===== config.mk =====
export PLATFORM = sky130hd
export DESIGN_NAME = control_word_sequencer
export DESIGN_NICKNAME = d
export VERILOG_FILES = /design/src/rtl/control_word_sequencer.sv
export SDC_FILE = /design/constraint.sdc
export NUM_CORES = 1
export LEC_CHECK = 0
export ABC_CLOCK_PERIOD_IN_PS = 3000
export BUFFER_PORTS_ARGS = -buffer_cell sky130_fd_sc_hd__buf_2
export CAP_MARGIN = 20
export CORE_ASPECT_RATIO = 1.2
export CORE_MARGIN = 5
export CORE_UTILIZATION = 32
export DETAILED_ROUTE_END_ITERATION = 16
export PLACE_DENSITY_LB_ADDON = 0.05
export SYNTH_ARGS = -nofsm -noshare
export SYNTH_HDL_FRONTEND = slang
export SYNTH_SLANG_ARGS = --single-unit
export TNS_END_PERCENT = 20

===== constraint.sdc =====
create_clock -name clock_i -period 3 [get_ports clock_i]
set_input_delay 0.3 -clock clock_i [delete_from_list [all_inputs] [get_ports clock_i]]
set_output_delay 0.3 -clock clock_i [all_outputs]
set_load 0.1 [all_outputs]

===== src/rtl/control_word_sequencer.sv =====
// control_word_sequencer
//
// Takes the 33-bit control word chosen by the instruction-class decoders
// and applies it to the datapath. This block holds the instruction
// register, the 2-bit micro-state fed back to the decoders, the status
// register, and the fetch handshake with instruction memory.
//
// Optional feature macro: CW_SEQ_RETIRE_COUNT_EN
//   defined   -> instr_retired_o counts retired instructions (wraps at 2^32)
//   undefined -> instr_retired_o is tied to 0 and no counter is built
//
// Ports
//   clock_i, reset_i          system clock, synchronous active-high reset
//   fetch_req_o / fetch_ack_i fetch handshake; instr_in_i valid on ack
//   ir_o, state_o, status_o   instruction register, micro-state and status
//                             flags, all fed back to the decoders
//   cw_in_i, k_in_i           selected control word and constant
//   status_in_i               ALU flags, loaded on EXEC exit if requested
//   stall_i                   holds the EXEC phase
//   alu_*, rf_*, ram_*, pc_*, sa/sb/wa, k_out_o   datapath controls
//   instr_retired_o           retired-instruction count
//
// Phase FSM
//   state  | meaning
//   FETCH  | request instruction, load ir on ack, micro-state <= 00
//   DECODE | latch control word and constant from the decoders
//   EXEC   | drive datapath from latched word; exit when stall_i is low

module control_word_sequencer #(
    parameter int STATUS_W = 5,
    parameter int K_W      = 64
) (
    input  logic                clock_i,
    input  logic                reset_i,
    output logic                fetch_req_o,
    input  logic                fetch_ack_i,
    input  logic [31:0]         instr_in_i,
    output logic [31:0]         ir_o,
    output logic [1:0]          state_o,
    output logic [STATUS_W-1:0] status_o,
    input  logic [32:0]         cw_in_i,
    input  logic [K_W-1:0]      k_in_i,
    input  logic [STATUS_W-1:0] status_in_i,
    input  logic                stall_i,
    output logic                alu_en_o,
    output logic                alu_bs_o,
    output logic [4:0]          alu_fs_o,
    output logic                rf_b_en_o,
    output logic [4:0]          sa_o,
    output logic [4:0]          sb_o,
    output logic [4:0]          wa_o,
    output logic                rf_w_o,
    output logic                ram_en_o,
    output logic                ram_w_o,
    output logic                pc_en_o,
    output logic [1:0]          pc_fs_o,
    output logic                pc_sel_o,
    output logic [K_W-1:0]      k_out_o,
    output logic [31:0]         instr_retired_o
);

    typedef enum logic [1:0] {
        PH_FETCH  = 2'd0,
        PH_DECODE = 2'd1,
        PH_EXEC   = 2'd2
    } phase_t;

    phase_t                phase_q, phase_d;
    logic [31:0]           ir_q, ir_d;
    logic [1:0]            state_q, state_d;
    logic [STATUS_W-1:0]   status_q, status_d;
    logic [32:0]           cr_q, cr_d;
    logic [K_W-1:0]        k_q, k_d;

    // Control-register fields used by the sequencer itself.
    logic                  cr_status_load;
    logic [1:0]            cr_ns;
    logic                  in_exec;

    assign cr_status_load = cr_q[2];
    assign cr_ns          = cr_q[1:0];
    assign in_exec        = (phase_q == PH_EXEC);

    always_comb begin
        phase_d  = phase_q;
        ir_d     = ir_q;
        state_d  = state_q;
        status_d = status_q;
        cr_d     = cr_q;
        k_d      = k_q;
        case (phase_q)
            PH_FETCH: begin
                if (fetch_ack_i) begin
                    ir_d    = instr_in_i;
                    state_d = 2'b00;
                    phase_d = PH_DECODE;
                end
            end
            PH_DECODE: begin
                cr_d    = cw_in_i;
                k_d     = k_in_i;
                phase_d = PH_EXEC;
            end
            PH_EXEC: begin
                if (!stall_i) begin
                    if (cr_status_load) begin
                        status_d = status_in_i;
                    end
                    state_d = cr_ns;
                    // A nonzero next-state re-enters DECODE so the decoders
                    // can produce the control word for that micro-state.
                    phase_d = (cr_ns == 2'b00) ? PH_FETCH : PH_DECODE;
                end
            end
            default: begin
                phase_d = PH_FETCH;
            end
        endcase
    end

    always_ff @(posedge clock_i) begin
        if (reset_i) begin
            phase_q  <= PH_FETCH;
            ir_q     <= '0;
            state_q  <= '0;
            status_q <= '0;
            cr_q     <= '0;
            k_q      <= '0;
        end else begin
            phase_q  <= phase_d;
            ir_q     <= ir_d;
            state_q  <= state_d;
            status_q <= status_d;
            cr_q     <= cr_d;
            k_q      <= k_d;
        end
    end

`ifdef CW_SEQ_RETIRE_COUNT_EN
    logic        retire;
    logic [31:0] retired_q, retired_d;

    assign retire    = in_exec && !stall_i && (cr_ns == 2'b00);
    assign retired_d = retire ? retired_q + 32'd1 : retired_q;

    always_ff @(posedge clock_i) begin
        if (reset_i) begin
            retired_q <= '0;
        end else begin
            retired_q <= retired_d;
        end
    end

    assign instr_retired_o = retired_q;
`else
    assign instr_retired_o = 32'd0;
`endif

    assign fetch_req_o = (phase_q == PH_FETCH);
    assign ir_o        = ir_q;
    assign state_o     = state_q;
    assign status_o    = status_q;
    assign k_out_o     = k_q;

    // cr_q keeps the last word outside EXEC, so every datapath control is
    // gated by the phase to keep strobes and enables low in FETCH/DECODE.
    assign alu_en_o  = in_exec & cr_q[32];
    assign alu_bs_o  = in_exec & cr_q[31];
    assign alu_fs_o  = in_exec ? cr_q[30:26] : 5'd0;
    assign rf_b_en_o = in_exec & cr_q[25];
    assign sa_o      = in_exec ? cr_q[24:20] : 5'd0;
    assign sb_o      = in_exec ? cr_q[19:15] : 5'd0;
    assign wa_o      = in_exec ? cr_q[14:10] : 5'd0;
    assign rf_w_o    = in_exec & cr_q[9];
    assign ram_en_o  = in_exec & cr_q[8];
    assign ram_w_o   = in_exec & cr_q[7];
    assign pc_en_o   = in_exec & cr_q[6];
    assign pc_fs_o   = in_exec ? cr_q[5:4] : 2'd0;
    assign pc_sel_o  = in_exec & cr_q[3];

endmodule


# --- Word-level counts from Yosys, hierarchy flattened ---
# Index checks and enable logic that the tools add are counted.
# W data, S select, Z words.
classes:
  add_sub_neg: 0
  multipliers: 0
  div_mod_pow: 0
  n_lt_le_gt_ge: 0
  n_eq_ne: 4
  shifts: 0
  muxes: 12
  bitwise: 9
  reduce_logical: 7
op_table:
  columns: ["op", "count"]
  rows:
  - ["$mux W5", 4]
  - ["$mux W2", 5]
  - ["$and A1 B1 Y1", 8]
  - ["$pmux W2 S3", 1]
  - ["$reduce_and A3 Y1", 2]
  - ["$logic_not A2 Y1", 2]
  - ["$pmux W2 S2", 1]
  - ["$reduce_and A2 Y1", 2]
  - ["$eq A2 B1 Y1 const B", 1]
  - ["$eq A2 B2 Y1 const B", 1]
  - ["$ne A2 B1 Y1 const B", 1]
  - ["$ne A2 B2 Y1 const B", 1]
  - ["$reduce_bool A2 Y1", 1]
  - ["$mux W1", 1]
  - ["$not A1 Y1", 1]
word_totals:
  ff_bits: 138
  latch_bits: 0
  ramBits: 0
  romBits: 0
  in_bits: 138
  elab_cells: 38
  n_memories: 0

# --- Depth between registers and ports, before layout ---
# Gate-level depths: netlist (run 1).
depth:
  ltp_word: 4
  ltp_mapped: 7

# --- Worst setup path before layout (run 1) ---
# No wires, ideal clock.
synth_timing:
  kind: "reg-to-output"
  from: "register phase_q[0]"
  to: "output port fetch_req_o"
  arrival_ps: 1684
  setup_slack_ps: 1016
  path_stages_with_launch: 3
  path_cell_list: "dfxtp_1 > buf_4 > nor2_1"
synth_via:
  elab_chain_len: 1
synth_rtl:
  columns: ["item", "line", "rtl"]
  rows:
  - ["start, declared", "68", "phase_t phase_q, phase_d;"]
  - ["start signal, assigned", "130", "phase_q <= phase_d;"]
  - ["$logic_not A2 Y1", "159", "assign fetch_req_o = (phase_q == PH_FETCH);"]
  - ["end, declared", "35", "output logic fetch_req_o,"]
# No other way between the ends.

# --- Final worst setup path (run 1) ---
layout_timing:
  from: "register phase_q[1]"
  to: "output port alu_fs_o[4]"
layout_via:
  elab_chain_len: 2
layout_rtl:
  columns: ["item", "line", "rtl"]
  rows:
  - ["$eq A2 B2 Y1", "82", "assign in_exec = (phase_q == PH_EXEC);"]
  - ["$mux W5", "169", "assign alu_fs_o = in_exec ? cr_q[30:26] : 5'd0;"]
  - ["end, declared", "47", "output logic [4:0] alu_fs_o,"]
# No other way between the ends.

==> results of run 1 <==
==> Yosys cell counts <==
library cell               instances  area share (%)
sky130_fd_sc_hd__clkbuf_1         18             1.3
sky130_fd_sc_hd__nand2b_1          1            0.12
sky130_fd_sc_hd__mux2i_1           6             1.1
sky130_fd_sc_hd__dfxtp_1         138              52
sky130_fd_sc_hd__buf_6             7             1.5
sky130_fd_sc_hd__nand2_1         260              18
sky130_fd_sc_hd__nor3b_1           1            0.14
sky130_fd_sc_hd__and2_1           30             3.5
sky130_fd_sc_hd__nor3b_2           1            0.24
sky130_fd_sc_hd__or3b_1            1            0.17
sky130_fd_sc_hd__nor4bb_1          1            0.19
sky130_fd_sc_hd__o21ba_2           1            0.19
sky130_fd_sc_hd__buf_4            39             5.5
sky130_fd_sc_hd__or3b_2            1            0.17
sky130_fd_sc_hd__nor2_1            7            0.50
sky130_fd_sc_hd__nor2b_1           2            0.24
sky130_fd_sc_hd__a21oi_1         132              12
sky130_fd_sc_hd__nand3_1           2            0.19
sky130_fd_sc_hd__conb_1            1           0.071
sky130_fd_sc_hd__buf_2            18             1.7
sky130_fd_sc_hd__nor3_1            1           0.094
==> report_power, final <==
group	leakage, nW	switching (mW)	total [mW]	internal [mW]
logic	1.98	0.962	1.16	0.201
clock network	0.282	0.739	2.04	1.30
registers	1.13	0.0499	1.98	1.93
total	3.39	1.75	5.19	3.43
==> layout make-up <==
class / count / area share [%]
sequential: 138 / 38.2
multi-input combinational: 479 / 29.7
timing repair buffer: 278 / 20.3
clock buffer: 24 / 6.80
tap: 212 / 3.67
clock inverter: 7 / 1.25
antenna: 2 / 0.0693
==> sequential cells by signal, indices dropped and copies added (netlist names) <==
name,count
cr_q,33
k_out_o,64
ir_o,32
state_o,2
status_o,5
phase_q,2
==> routing by layer <==
| metal | vias to the layer above | wire length [um] | track usage, % |
|---|---|---|---|
| met5 | - | 0 | 0 |
| met2 | 186 | 7780 | 26.6 |
| met4 | 0 | 406 | 7.14 |
| li1 | 2550 | - | - |
| met1 | 2207 | 6170 | 17.6 |
| met3 | 26 | 1610 | 6.74 |
==> metrics by stage <==
step	cell area [um^2]	util, %	hold WS, ns	setup slack [ns]
after detailed placement	6610	40.6	0.443	1.04
final	7230	44.4	0.127	0.643
after global routing	7220	44.4	0.116	0.486
after floorplan	5410	-	0.431	1.02
after global placement	6610	40.6	0.438	1.13
after CTS	7190	44.2	0.104	0.597
==> worst max-delay path: cells and delay by family, from the launching register on <==
kind | cells | cell delay [ns]
AND/OR/NAND/NOR | 2 | 0.39
buffers and inverters | 2 | 0.69
flip-flops | 1 | 0.56
==> cells by family (layout without fill, tap and decap cells) <==
family                 Yosys count  after routing  synth area share (%)
AND/OR/NAND/NOR                308            308                  24.0
flip-flops                     138            138                  52.1
AO/OA/AOI/OAI                  133            133                  12.7
buffers and inverters           82            309                  9.99
multiplexers                     6              6                  1.13
other                            1             34                0.0708
==> how the worst max path moves through the flow <==
stage               cells past startpoint          end  slack [ns]        from
floorplan                               2  fetch_req_o        1.02  phase_q[0]
global placement                        4     ram_en_o        1.13  phase_q[1]
detailed placement                      4     alu_bs_o        1.04  phase_q[1]
CTS                                     4     alu_bs_o        0.60  phase_q[1]
global route                            4      wa_o[3]        0.49  phase_q[1]
finish                                  4  alu_fs_o[4]        0.64  phase_q[1]
==> flow_summary.ini, run 1 <==
[run_status]
status = finished, final reports clean

[timing]
final-hold-violation-count = 0
setup_viol = 0
grt_setup_unrepaired = no
timing.clock.skew_ns = 0.00459
number_of_pins_exceeding_their_max_slew_limit_in_the_final_report = 0
final.period_utilization_pct = 78.6
setup_tns_ns = 0
slew_headroom_pct = 56.9
final.min_clock_period_ns = 2.36
worst-slew-pin-transition_ns = 0.647
max_freq_mhz = 424

[place]
post-place-cells = 1106
placer_s_final_routability_congestion_estimate = 0.762
port_buffers = 271
dp_hpwl_um = 11600

[setup_path]
worst_path_max_delay_cell = sky130_fd_sc_hd__dfxtp_1
critical_path_class = reg -> out
regToRegStartpoint = phase_q[0]
cp-start-kind = flop
worstSetupEndpointType = primary output
cp.arrival_ns = 2.06
minimum_setup_slack_among_reg_to_reg_paths_ns = 1.15
required_ns = 2.70
crit-reg2reg-capture = k_out_o[40]
timing.critical_path.fanout_max = 30
cpPeakStageDelay_ns = 0.56
r2r_cells = 4
crit_chain = nor2b_1 -> buf_4 -> and2_1 -> buf_2

[worst_hold_path]
worstHoldPathCells = 3
hp-start = k_in_i[62]
min_path_type = in -> reg
timing.hold.worst_endpoint = k_out_o[62]

[global_routing]
pin_count_of_the_biggest_net_entering_global_routing = 96
antenna_found_initial = 1
grt_overflow_total = 0
grt_util_all_layers_pct = 15.9
wire_length_of_the_first_global_routing_pass_um = 24500
grt_pass1_vias = 4897

[logic_synthesis]
post_synth.cell_area_avg_um2 = 7.93
synth.ff_latch_count = 138
netlist_area_um2 = 5300
postSynthCellCount = 668
yosysUniqueCellTypes = 21
yosysWarningCount = 0
share_of_the_yosys_chip_area_belonging_to_registers_pct = 52.1

[final_layout]
final_nets = 1052
layoutNonFillerInstCount = 1140
area.sequential_um2 = 2760
area_taken_by_multi_input_logic_gates_um2 = 2140
most_used_cells_in_the_layout_excluding_fill_and_tap_cells = sky130_fd_sc_hd__buf_2, sky130_fd_sc_hd__nand2_1, sky130_fd_sc_hd__dfxtp_1
fillCellCount = 1748
areaGrowthSynthToFinish_pct = 36.4
post_route_cells_drive_above_1_share_pct = 33.6
final_common_cell = sky130_fd_sc_hd__buf_2

[drt]
drtAntennaViolNets = 0
dr_total_vias = 4969
overall_routed_net_length_um = 16000
detailedRoute.firstPassIterationCount = 4
drcViolationCount = 0
drt_first_iter_violations = 215
via_per_inst = 4.36
post_drt_wl_per_cell_um = 14.0

[die]
core_area_um2 = 16300
io-pin-count = 304
chip_width_um = 127
initial_core_util_pct = 32.6
std_cell_rows = 51
die_height_um = 151
design.die.area_um2 = 19200

[cts]
insertion_delay_ns = 0.41
clk_pin_slew_worst_paths_ns = 0.06
number_of_buffers_between_clock_root_and_the_deepest_sink = 2
post_cts_resize_count = 0
h_tree_levels = 4
cts_tree = done
holdBufCountCts = 0
cts_root_buffer = sky130_fd_sc_hd__clkbuf_16
cts_setup_buffers = 0
number_of_buffers_created_by_cts = 17
cts.sinks = 138

[job]
maxCapViolations = 0

[power]
power.ir.vdd_worst_mv = 0.289
power.static_leakage_nw = 3.39
power_mw = 5.19
power.density_nw_per_um2 = 718
Power figures use the tool's default switching activity.
==> run 2, diff against run 1 <==
--- a/config.mk
+++ b/config.mk
@@ -5,7 +5,7 @@
 export SDC_FILE = /design/constraint.sdc
 export NUM_CORES = 1
 export LEC_CHECK = 0
-export ABC_CLOCK_PERIOD_IN_PS = 3000
+export ABC_CLOCK_PERIOD_IN_PS = 2440
 export BUFFER_PORTS_ARGS = -buffer_cell sky130_fd_sc_hd__buf_2
 export CAP_MARGIN = 20
 export CORE_ASPECT_RATIO = 1.2
==> constraint.sdc (replaced) <==
create_clock -name clock_i -period 2.44 [get_ports clock_i]
set_input_delay 0.244 -clock clock_i [delete_from_list [all_inputs] [get_ports clock_i]]
set_output_delay 0.244 -clock clock_i [all_outputs]
set_load 0.1 [all_outputs]
==> flow_summary.ini, run 2 (same netlist as run 1, synthesis figures left out) <==
[run_status]
status = finished, final reports clean

[setup_path]
crit_chain = nor2b_1 -> buf_4 -> and2_1 -> buf_12
cpPeakStageDelay_ns = 0.56
cp.arrival_ns = 1.88
cp_top_family = flip-flops
timing.critical_path.fanout_max = 31
critical_path_class = reg -> out
cp-start-kind = flop
required_ns = 2.20
cp_num_buf_inv = 2
worst_path_max_delay_cell = sky130_fd_sc_hd__dfxtp_1
worstSetupEndpointType = primary output

[drt]
drtAntennaViolNets = 0
overall_routed_net_length_um = 16400
drt_first_iter_violations = 225
detailedRoute.firstPassIterationCount = 4
dr_total_vias = 5060
post_drt_wl_per_cell_um = 14.3
drcViolationCount = 0
via_per_inst = 4.43

[die]
io-pin-count = 304
die_height_um = 151
std_cell_rows = 51
initial_core_util_pct = 32.6
core_area_um2 = 16300
chip_width_um = 127
design.die.area_um2 = 19200

[power]
power.ir.vdd_worst_mv = 0.426
power.density_nw_per_um2 = 853
power.static_leakage_nw = 3.49
power_mw = 6.60

[timing]
timing.clock.skew_ns = 0.00579
setup_viol = 0
setup_ws_ns = 0.318
number_of_pins_exceeding_their_max_slew_limit_in_the_final_report = 0
grt_setup_unrepaired = no
max_freq_mhz = 471
final.period_utilization_pct = 87.0
slew_headroom_pct = 66.2
worst-slew-pin-transition_ns = 0.507
final.min_clock_period_ns = 2.12
fin_worst_hold_slack_ns = 0.0663
setup_tns_ns = 0
final-hold-violation-count = 0

[cts]
clk_pin_slew_worst_paths_ns = 0.06
number_of_buffers_between_clock_root_and_the_deepest_sink = 2
holdBufCountCts = 0
cts_tree = done
post_cts_resize_count = 0
h_tree_levels = 4
insertion_delay_ns = 0.40
cts_setup_buffers = 0
cts.sinks = 138
number_of_buffers_created_by_cts = 17
cts_root_buffer = sky130_fd_sc_hd__clkbuf_16

[global_routing]
grt_pass1_vias = 5072
pin_count_of_the_biggest_net_entering_global_routing = 79
wire_length_of_the_first_global_routing_pass_um = 25500
grt_util_all_layers_pct = 16.6
antenna_found_initial = 1
grt_overflow_total = 0

[final_layout]
most_used_cells_in_the_layout_excluding_fill_and_tap_cells = sky130_fd_sc_hd__nand2_1, sky130_fd_sc_hd__buf_2, sky130_fd_sc_hd__dfxtp_1
fillCellCount = 1654
post_route_cells_drive_above_1_share_pct = 34.0
layoutNonFillerInstCount = 1141
final_nets = 1055
diodes_inserted = 0
post-route-cell-area_um2 = 7740
fin_util_pct = 47.6
final_common_cell = sky130_fd_sc_hd__nand2_1
areaGrowthSynthToFinish_pct = 46.1
largest_register_ff_count = 64

[worst_hold_path]
min_path_type = in -> reg

[place]
pre_cts_ws_ns = 0.559
placedInstanceArea_um2 = 7100
dp_hpwl_um = 11900
port_buffers = 271
placer_s_final_routability_congestion_estimate = 0.747
post-place-cells = 1109

[job]
maxCapViolations = 0
run 2: layout make-up:
type                    count  area [um^2]  share of cell area (%)
flip-flops and latches    138         2760                    35.7
multi-input cells         479         2140                    27.7
repair buffers            281         1940                    25.1
clock buffers              20          457                    5.90
well taps                 212          265                    3.43
clock inverters            11          170                    2.20
run 2: path summary, 6_finish.rpt:
| kind | cells past startpoint | end | from | slack (ns) |
|---|---|---|---|---|
| setup / recovery | 4 | pc_sel_o | phase_q[1] | 0.32 |
| hold / removal | 3 | k_out_o[38] | k_in_i[38] | 0.07 |
| setup reg to reg | 4 | ir_o[7] | phase_q[1] | 0.84 |
| hold reg to reg | 2 | k_out_o[6] | k_out_o[6] | 0.45 |
run 2: power breakdown:
part	switching, mW	leakage [nW]	internal, mW	total [mW]
clock network	0.962	0.298	1.76	2.72
logic	1.19	2.07	0.261	1.45
registers	0.0597	1.13	2.37	2.43
run 2: worst min-delay path, cell delays in order:
cell	delay, ns
sky130_fd_sc_hd__buf_2	0.09
sky130_fd_sc_hd__nand2_1	0.04
sky130_fd_sc_hd__a21oi_1	0.05
run 2: metal layers:
layer | global-route usage (%) | share of wire [%]
met3 | 7.27 | 10
met5 | 0 | 0
met4 | 5.90 | 1.9
met1 | 18.6 | 38
met2 | 28.2 | 49
==> run 3, diff against run 2 <==
--- a/config.mk
+++ b/config.mk
@@ -13,6 +13,7 @@
 export CORE_UTILIZATION = 32
 export DETAILED_ROUTE_END_ITERATION = 16
 export PLACE_DENSITY_LB_ADDON = 0.05
+export REMOVE_ABC_BUFFERS = 1
 export SYNTH_ARGS = -nofsm -noshare
 export SYNTH_HDL_FRONTEND = slang
 export SYNTH_SLANG_ARGS = --single-unit
==> flow_summary.ini, run 3 (same netlist as run 1, synthesis figures left out) <==
[place]
dp_hpwl_um = 11900
pre_cts_ws_ns = 0.497
port_buffers = 271
placedInstanceArea_um2 = 7090
placer_s_final_routability_congestion_estimate = 0.782

[setup_path]
worstSetupEndpointType = primary output
r2r_cells = 4
required_ns = 2.20
timing.critical_path.fanout_max = 31
crit-reg2reg-capture = k_out_o[50]
cp.arrival_ns = 1.92
regToRegStartpoint = phase_q[0]
minimum_setup_slack_among_reg_to_reg_paths_ns = 0.74
cp-start-kind = flop
critical_path_class = reg -> out

[final_layout]
post-route-cell-area_um2 = 7670
post_route_cells_drive_above_1_share_pct = 33.7
fillCellCount = 1666
areaGrowthSynthToFinish_pct = 44.8
fin_util_pct = 47.2
final_nets = 1056
largest_register_ff_count = 64
final_common_cell = sky130_fd_sc_hd__nand2_1
most_used_cells_in_the_layout_excluding_fill_and_tap_cells = sky130_fd_sc_hd__nand2_1, sky130_fd_sc_hd__buf_2, sky130_fd_sc_hd__dfxtp_1

[power]
power.static_leakage_nw = 3.47
power.density_nw_per_um2 = 822
power.ir.vdd_worst_mv = 0.426
power_mw = 6.31

[cts]
cts_tree = done
cts_root_buffer = sky130_fd_sc_hd__clkbuf_16
number_of_buffers_created_by_cts = 17
post_cts_resize_count = 0
cts.sinks = 138
insertion_delay_ns = 0.41
clk_pin_slew_worst_paths_ns = 0.06
holdBufCountCts = 0
cts_setup_buffers = 0
number_of_buffers_between_clock_root_and_the_deepest_sink = 2
h_tree_levels = 4

[timing]
grt_setup_unrepaired = no
number_of_pins_exceeding_their_max_slew_limit_in_the_final_report = 0
final.min_clock_period_ns = 2.17
setup_ws_ns = 0.272
timing.clock.skew_ns = 0.00635
final.period_utilization_pct = 88.8
slew_headroom_pct = 60.3
max_freq_mhz = 461
setup_viol = 0
final-hold-violation-count = 0
worst-slew-pin-transition_ns = 0.595

[drt]
drcViolationCount = 0
drt_first_iter_violations = 233
drtAntennaViolNets = 0
detailedRoute.firstPassIterationCount = 6
overall_routed_net_length_um = 16200
dr_total_vias = 5041
via_per_inst = 4.41
post_drt_wl_per_cell_um = 14.1

[global_routing]
grt_pass1_vias = 5000
grt_util_all_layers_pct = 16.2
pin_count_of_the_biggest_net_entering_global_routing = 58
wire_length_of_the_first_global_routing_pass_um = 24700
antenna_found_initial = 2
grt_overflow_total = 0

[die]
std_cell_rows = 51
die_height_um = 151
design.die.area_um2 = 19200
io-pin-count = 304
core_area_um2 = 16300
initial_core_util_pct = 32.6
chip_width_um = 127

[worst_hold_path]
hp-start = k_in_i[25]
min_path_type = in -> reg
worstHoldPathCells = 3
timing.hold.worst_endpoint = k_out_o[25]

[job]
maxCapViolations = 0

[run_status]
status = finished, final reports clean
[run 3: changes by cell type in the layout (fill, tap and decap cells not counted), moves of 2 or more]
cell / delta
sky130_fd_sc_hd__diode_2: +2
sky130_fd_sc_hd__bufinv_16: -2
sky130_fd_sc_hd__buf_12: -2
sky130_fd_sc_hd__clkinvlp_4: -2
sky130_fd_sc_hd__clkbuf_1: +4
sky130_fd_sc_hd__buf_4: +3
[run 3: how the worst max path moves through the flow]
stage | startpoint | end | slack [ns]
final | phase_q[1] | sa_o[2] | 0.27
after global routing | phase_q[1] | sb_o[1] | 0.10
after CTS | phase_q[1] | sb_o[1] | 0.21
after detailed placement | phase_q[0] | state_o[1] | 0.50
after global placement | phase_q[0] | state_o[1] | 0.60
after floorplan | phase_q[0] | cr_q[0] | -1.56
[run 3: metal layers]
metal  track usage (%)  part of all wire [%]
met4              7.30                   2.6
met2              27.8                    51
met3              6.74                   9.5
met1              17.3                    37
met5                 0                     0
[run 3: layout make-up]
type / count / area [um^2] / area share (%)
Antenna cell: 2 / 5.00 / 0.0652
Multi-Input combinational cell: 479 / 2150 / 28.0
Timing Repair Buffer: 282 / 1940 / 25.2
Sequential cell: 138 / 2760 / 36.0
Clock inverter: 7 / 95.1 / 1.24
Tap cell: 212 / 265 / 3.46
Clock buffer: 23 / 458 / 5.97
[run 3: through the flow]
stage / hold WS [ns] / setup TNS (ns) / cells
after floorplan: 0.313 / -152.83 / 617
after global placement: 0.437 / 0 / 1110
after detailed placement: 0.442 / 0 / 1110
after CTS: 0.0396 / 0 / 1140
after global routing: 0.0431 / 0 / 1143
final: 0.0630 / 0 / 1143
[run 3: report_power, final]
group | internal, mW | switching (mW)
Clock | 1.52 | 0.909
Combinational | 0.261 | 1.19
Sequential | 2.37 | 0.0606
[run 3: critical path, stage by stage, from the launching register on]
cell,delay [ns]
sky130_fd_sc_hd__dfxtp_1,0.57
sky130_fd_sc_hd__nor2b_1,0.20
sky130_fd_sc_hd__buf_4,0.28
sky130_fd_sc_hd__and2_1,0.25
sky130_fd_sc_hd__buf_12,0.19
